File: config.mk
export PLATFORM = sky130hd
export DESIGN_NAME = fetch_ctrl
export DESIGN_NICKNAME = d
export VERILOG_FILES = /design/src/rtl/fetch_pkg.sv /design/src/rtl/fetch_queue.sv /design/src/rtl/fetch_ctrl.sv
export SDC_FILE = /design/constraint.sdc
export NUM_CORES = 1
export LEC_CHECK = 0
export BUFFER_PORTS_ARGS = -buffer_cell sky130_fd_sc_hd__buf_2
export CORE_MARGIN = 4
export CORE_UTILIZATION = 44
export DETAILED_ROUTE_END_ITERATION = 10
export HOLD_SLACK_MARGIN = 0.06
export PLACE_DENSITY = 0.68
export SYNTH_ARGS = -nofsm -noshare
export SYNTH_HDL_FRONTEND = slang
export SYNTH_HIERARCHICAL = 1
export SYNTH_SLANG_ARGS = --single-unit
File: constraint.sdc
create_clock -name clk -period 9.6 [get_ports clk]
set_input_delay 1.92 -clock clk [delete_from_list [all_inputs] [get_ports clk]]
set_output_delay 1.92 -clock clk [all_outputs]
set_load 0.01 [all_outputs]
File: src/rtl/fetch_pkg.sv
// Shared widths, default queue depth and FSM state encoding for the fetch controller.
package fetch_pkg;
    localparam int ADDR_W        = 16;
    localparam int INSTR_W       = 16;
    localparam int DEFAULT_DEPTH = 2;

    typedef enum logic [1:0] {
        ST_IDLE   = 2'd0,
        ST_RUN    = 2'd1,
        ST_HALTED = 2'd2
    } fetch_state_t;
endpackage

File: src/rtl/fetch_queue.sv
// Small synchronous FIFO of {pc, instr} entries with flush; head reads 0 while empty.
module fetch_queue
    import fetch_pkg::*;
#(
    parameter  int DEPTH = DEFAULT_DEPTH,
    parameter  int WIDTH = ADDR_W + INSTR_W,
    localparam int CNT_W = $clog2(DEPTH + 1),
    localparam int PTR_W = (DEPTH > 1) ? $clog2(DEPTH) : 1
) (
    input  logic             clk,
    input  logic             rst_n,
    input  logic             flush,
    input  logic             push,
    input  logic [WIDTH-1:0] push_data,
    input  logic             pop,
    output logic [CNT_W-1:0] count,
    output logic [WIDTH-1:0] head
);
    logic [WIDTH-1:0] mem [DEPTH];
    logic [PTR_W-1:0] rd_ptr_reg;
    logic [PTR_W-1:0] wr_ptr_reg;
    logic [CNT_W-1:0] count_reg;

    function automatic logic [PTR_W-1:0] inc_ptr(input logic [PTR_W-1:0] p);
        return (p == PTR_W'(DEPTH - 1)) ? '0 : p + PTR_W'(1);
    endfunction

    // When full, a simultaneous push lands in the slot being vacated by the pop.
    always_ff @(posedge clk) begin
        if (push && !flush) begin
            mem[wr_ptr_reg] <= push_data;
        end
    end

    always_ff @(posedge clk or negedge rst_n) begin
        if (!rst_n) begin
            rd_ptr_reg <= '0;
            wr_ptr_reg <= '0;
            count_reg  <= '0;
        end else if (flush) begin
            rd_ptr_reg <= '0;
            wr_ptr_reg <= '0;
            count_reg  <= '0;
        end else begin
            if (push) wr_ptr_reg <= inc_ptr(wr_ptr_reg);
            if (pop)  rd_ptr_reg <= inc_ptr(rd_ptr_reg);
            case ({push, pop})
                2'b10:   count_reg <= count_reg + CNT_W'(1);
                2'b01:   count_reg <= count_reg - CNT_W'(1);
                default: count_reg <= count_reg;
            endcase
        end
    end

    assign count = count_reg;
    assign head  = (count_reg != '0) ? mem[rd_ptr_reg] : '0;
endmodule

File: src/rtl/fetch_ctrl.sv
// Instruction fetch controller: PC, IDLE/RUN/HALTED FSM and prefetch queue to decode.
// Define FETCH_PERF_EN to add saturating fetch/stall performance counters.
module fetch_ctrl
    import fetch_pkg::*;
#(
    parameter logic [ADDR_W-1:0] RESET_PC = 16'h0000,
    parameter int                DEPTH    = DEFAULT_DEPTH
) (
    input  logic               clk,
    input  logic               rst_n,
    input  logic               start,
    input  logic               halt_req,
    input  logic               redir_valid,
    input  logic [ADDR_W-1:0]  redir_pc,
    output logic [ADDR_W-1:0]  imem_addr,
    input  logic [INSTR_W-1:0] imem_instr,
    output logic               out_valid,
    input  logic               out_ready,
    output logic [INSTR_W-1:0] out_instr,
    output logic [ADDR_W-1:0]  out_pc,
`ifdef FETCH_PERF_EN
    output logic [1:0]         fetch_state,
    output logic [15:0]        perf_fetch_cnt,
    output logic [15:0]        perf_stall_cnt
`else
    output logic [1:0]         fetch_state
`endif
);
    localparam int CNT_W = $clog2(DEPTH + 1);
    localparam int ENT_W = ADDR_W + INSTR_W;

    fetch_state_t       state_reg;
    fetch_state_t       state_next;
    logic [ADDR_W-1:0]  pc_reg;
    logic [CNT_W-1:0]   count;
    logic [ENT_W-1:0]   head;
    logic               push;
    logic               pop;

    // Redirect overrides both queue operations and flushes in the same edge.
    assign out_valid = (count != '0);
    assign pop       = out_valid && out_ready && !redir_valid;
    assign push      = (state_reg == ST_RUN) && !redir_valid &&
                       ((count < CNT_W'(DEPTH)) || pop);

    always_ff @(posedge clk or negedge rst_n) begin
        if (!rst_n) begin
            state_reg <= ST_IDLE;
        end else begin
            state_reg <= state_next;
        end
    end

    always_comb begin
        state_next = state_reg;
        case (state_reg)
            ST_IDLE:   if (start) state_next = ST_RUN;
            ST_RUN:    if (halt_req && !start) state_next = ST_HALTED;
            ST_HALTED: if (start) state_next = ST_RUN;
            default:   state_next = ST_IDLE;
        endcase
    end

    always_ff @(posedge clk or negedge rst_n) begin
        if (!rst_n) begin
            pc_reg <= RESET_PC;
        end else if (redir_valid) begin
            pc_reg <= redir_pc;
        end else if (push) begin
            pc_reg <= pc_reg + ADDR_W'(1);
        end
    end

    fetch_queue #(
        .DEPTH (DEPTH),
        .WIDTH (ENT_W)
    ) u_queue (
        .clk       (clk),
        .rst_n     (rst_n),
        .flush     (redir_valid),
        .push      (push),
        .push_data ({pc_reg, imem_instr}),
        .pop       (pop),
        .count     (count),
        .head      (head)
    );

    assign imem_addr   = pc_reg;
    assign out_pc      = head[ENT_W-1 -: ADDR_W];
    assign out_instr   = head[INSTR_W-1:0];
    assign fetch_state = state_reg;

`ifdef FETCH_PERF_EN
    logic [15:0] fetch_cnt_reg;
    logic [15:0] stall_cnt_reg;

    always_ff @(posedge clk or negedge rst_n) begin
        if (!rst_n) begin
            fetch_cnt_reg <= '0;
            stall_cnt_reg <= '0;
        end else begin
            if (push && fetch_cnt_reg != 16'hFFFF) begin
                fetch_cnt_reg <= fetch_cnt_reg + 16'd1;
            end
            if (state_reg == ST_RUN && !push && stall_cnt_reg != 16'hFFFF) begin
                stall_cnt_reg <= stall_cnt_reg + 16'd1;
            end
        end
    end

    assign perf_fetch_cnt = fetch_cnt_reg;
    assign perf_stall_cnt = stall_cnt_reg;
`else
    // Counters are omitted entirely in this build.
`endif
endmodule

==> metrics.md <==
| Metric | Value |
|---|---|
| Largest net degree at the start of global routing | `34` |
| PortBufs | `88` |
| Syn nets | `317` |
| Final nets | `406` |
| Cell count of the worst reg-to-reg path | `4` |
| Worst-Skew Late Latency | `0.35 ns` |
| Routed Antenna Nets | `0` |
| Headroom to the max-slew limit | `0.337` |
| #FFs+latches synth | `86` |
| Antenna Cells | `0` |
| Worst slack at placement | `5.75 ns` |
| Worst-Margin Slew | `0.995 ns` |
| Final worst slack | `5.70 ns` |
| Total track usage | `0.154` |
| Final Critical Period | `3.90 ns` |
| Total grt overflow | `0` |
| Final hold vios | `0` |
| Clock Tree Root | `clkbuf_8` |
| Fillers | `712` |
| Finished Layout Cells | `477` |
| Synth top area share | `0.519` |
| Synthesized area | `3700 sq um` |
| Setup TNS | `0 ns` |
| Register area | `2470 sq um` |
| Worst stage delay on the critical path | `0.63 ns` |
| Htree depth | `3` |
| Crit path launch type | `register` |
| Setup Viol. Count Final | `0` |
| Core area | `8220 sq um` |
| RSZ-0062 raised after global routing | `no` |
| Post-Route Skew | `0.0110 ns` |
| Placed Instances | `461` |
| WS Path Type | `register to output pin` |
| Syn-to-layout area delta | `18.8%` |
| Multi-input gate area | `1130 sq um` |
| Vias per inst | `5.06` |
| Hold depth | `1` |
| Largest register FFs | `64` |
| WHS | `0.507 ns` |
| WL per Instance | `15.4 um` |
| Biggest register | `u_queue/mem` |
| Worst reg2reg path startpoint | `fetch_state[1]` |
| Leakage power | `1.68 nW` |
| DRC Markers | `0` |
| CTS tree | `done` |
| Most frequent cells in the layout | `88 x buf_2, 64 x edfxtp_1, 44 x nor2_1, 34 x mux2i_1, 21 x dfrtp_1` |
| Worst-path clk slew | `0.09 ns` |
| Via Count | `2414` |
| Die Width | `99.7 um` |
| DIE AREA | `9940 sq um` |
| Avg Cell Area, Syn | `13.3 sq um` |
| Post-synthesis sequential area ratio | `0.668` |
| Hold Path Class | `register to register` |
| CTS buffer count | `9` |
| First-pass GRT wire length | `11.6 mm` |
| DR pass1 iterations | `4` |
| Hold worst-path end | `fetch_state[0]` |
| Detailed Place HPWL | `5.01 mm` |
| Worst path slowest cell | `nor2_2` |
| CTS max path bufs | `2` |
| Synth unique cells | `40` |
| # Max-Cap Violations | `0` |
| Initial detailed-routing violation count | `73` |
| Leading cell type in the layout, fill and taps excluded | `buf_2` |
| Final Cell Area | `4400 sq um` |
| Antenna violations before repair | `0` |
| Largest area contributor in the netlist | `edfxtp_1` |
| Die Span Y | `99.7 um` |
| Starting Density | `0.450` |
| Worst-path cell chain | `nor2_2, buf_4, nor2_1, buf_2` |
| Share of layout cells above drive strength 1 | `0.325` |
| FP Rows | `33` |
| Fin. max-slew vios | `0` |
| Max rail drop VDD | `79.3 uV` |
| Vias in the first global route | `2332` |
| CTS resizes | `0` |
| Placed Area | `4210 sq um` |
| Hold path startpoint | `fetch_state[1]` |
| Clk sink count | `86` |
| Final Routed Wirelength | `7.34 mm` |
| P per Cell Area | `183 nW/um^2` |
| Worst path arrival time | `1.98 ns` |
| Gate Count Post-Synth | `278` |
| Synth warnings | `6` |
| Type of element capturing the critical path | `output pin` |
| Num ports | `89` |
| Final period utilization | `0.406` |
| Worst Path Required | `7.68 ns` |
| Post-CTS Setup Inserts | `0` |
| Routability cong. | `0.860` |
| Synth area leaders | `edfxtp_1 52%, dfrtp_1 15%, mux2i_1 9.2%` |
| FF-to-FF setup slack | `7.32 ns` |
| Outcome | `finished clean` |
| Crit path max fanout | `17` |
| # hold bufs at CTS | `0` |
| FMAX | `0.257 GHz` |
| R2R Path End | `u_queue/mem[1][11]` |
==> through the flow <==
step	power, mW	util
6_report	0.805	0.535
3_5_place_dp	0.586	0.513
2_1_floorplan	0.531	-
4_1_cts	0.814	0.535
5_1_grt	0.843	0.535
3_3_place_gp	0.583	0.513
==> Yosys cell counts (all sizes together) <==
cell type / instances
or4: 3
nand3: 6
o31ai: 3
buf: 9
o311ai: 1
nor3b: 3
xor2: 2
or2: 4
a31oi: 5
dfrtp: 22
nor2b: 2
nor4: 7
a31o: 1
a22oi: 1
and2: 1
clkbuf: 3
o211ai: 1
inv: 5
nor3: 3
nor2: 45
xnor2: 9
and3: 1
or3: 2
nand2: 16
edfxtp: 64
and3b: 2
nand2b: 2
ha: 1
nand4: 4
o21ai: 11
and2b: 2
mux2i: 34
a21oi: 3
==> cell type report <==
type / count / area share
clock buffer: 10 / 0.0313
clock inverter: 6 / 0.0105
inverter: 5 / 0.00427
multi-input combinational: 175 / 0.258
sequential: 86 / 0.563
tap: 105 / 0.0299
timing repair buffer: 90 / 0.104
==> routing by layer <==
metal,share of wire,wire [um],global-route usage
met5,0,0,0
met4,0.025,181,0.0830
met3,0.055,404,0.0393
met2,0.50,3690,0.247
met1,0.42,3060,0.190
==> how the worst max path moves through the flow <==
| stage | startpoint | end | cells after the start |
|---|---|---|---|
| 2_1_floorplan | out_ready | u_queue/mem[0][0] | 4 |
| 5_1_grt | u_queue/count[0] | out_pc[3] | 4 |
| 6_report | u_queue/count[0] | out_pc[3] | 4 |
| 3_3_place_gp | out_ready | u_queue/mem[1][4] | 5 |
| 4_1_cts | u_queue/count[0] | out_pc[8] | 4 |
| 3_5_place_dp | out_ready | u_queue/mem[1][5] | 5 |
==> critical path, delay by kind of cell (launching register included) <==
kind	cells	cell delay (ns)
flops	1	0.45
simple gates	2	0.70
buf+inv	2	0.47
==> power by group <==
part / switching, mW / total [mW] / internal, mW
Combinational: 0.0708 / 0.125 / 0.0542
Clock: 0.129 / 0.230 / 0.102
Sequential: 0.0265 / 0.450 / 0.424
==> cells by family after synthesis <==
logic type | share of synthesized area
muxes | 0.0920
AOI/OAI and AO/OA | 0.0423
DFF | 0.668
adders and majority gates | 0.00338
buffers and inverters | 0.0277
xor gates and xnor gates | 0.0260
and+or+nand+nor | 0.141
Power figures use the tool's default switching activity.
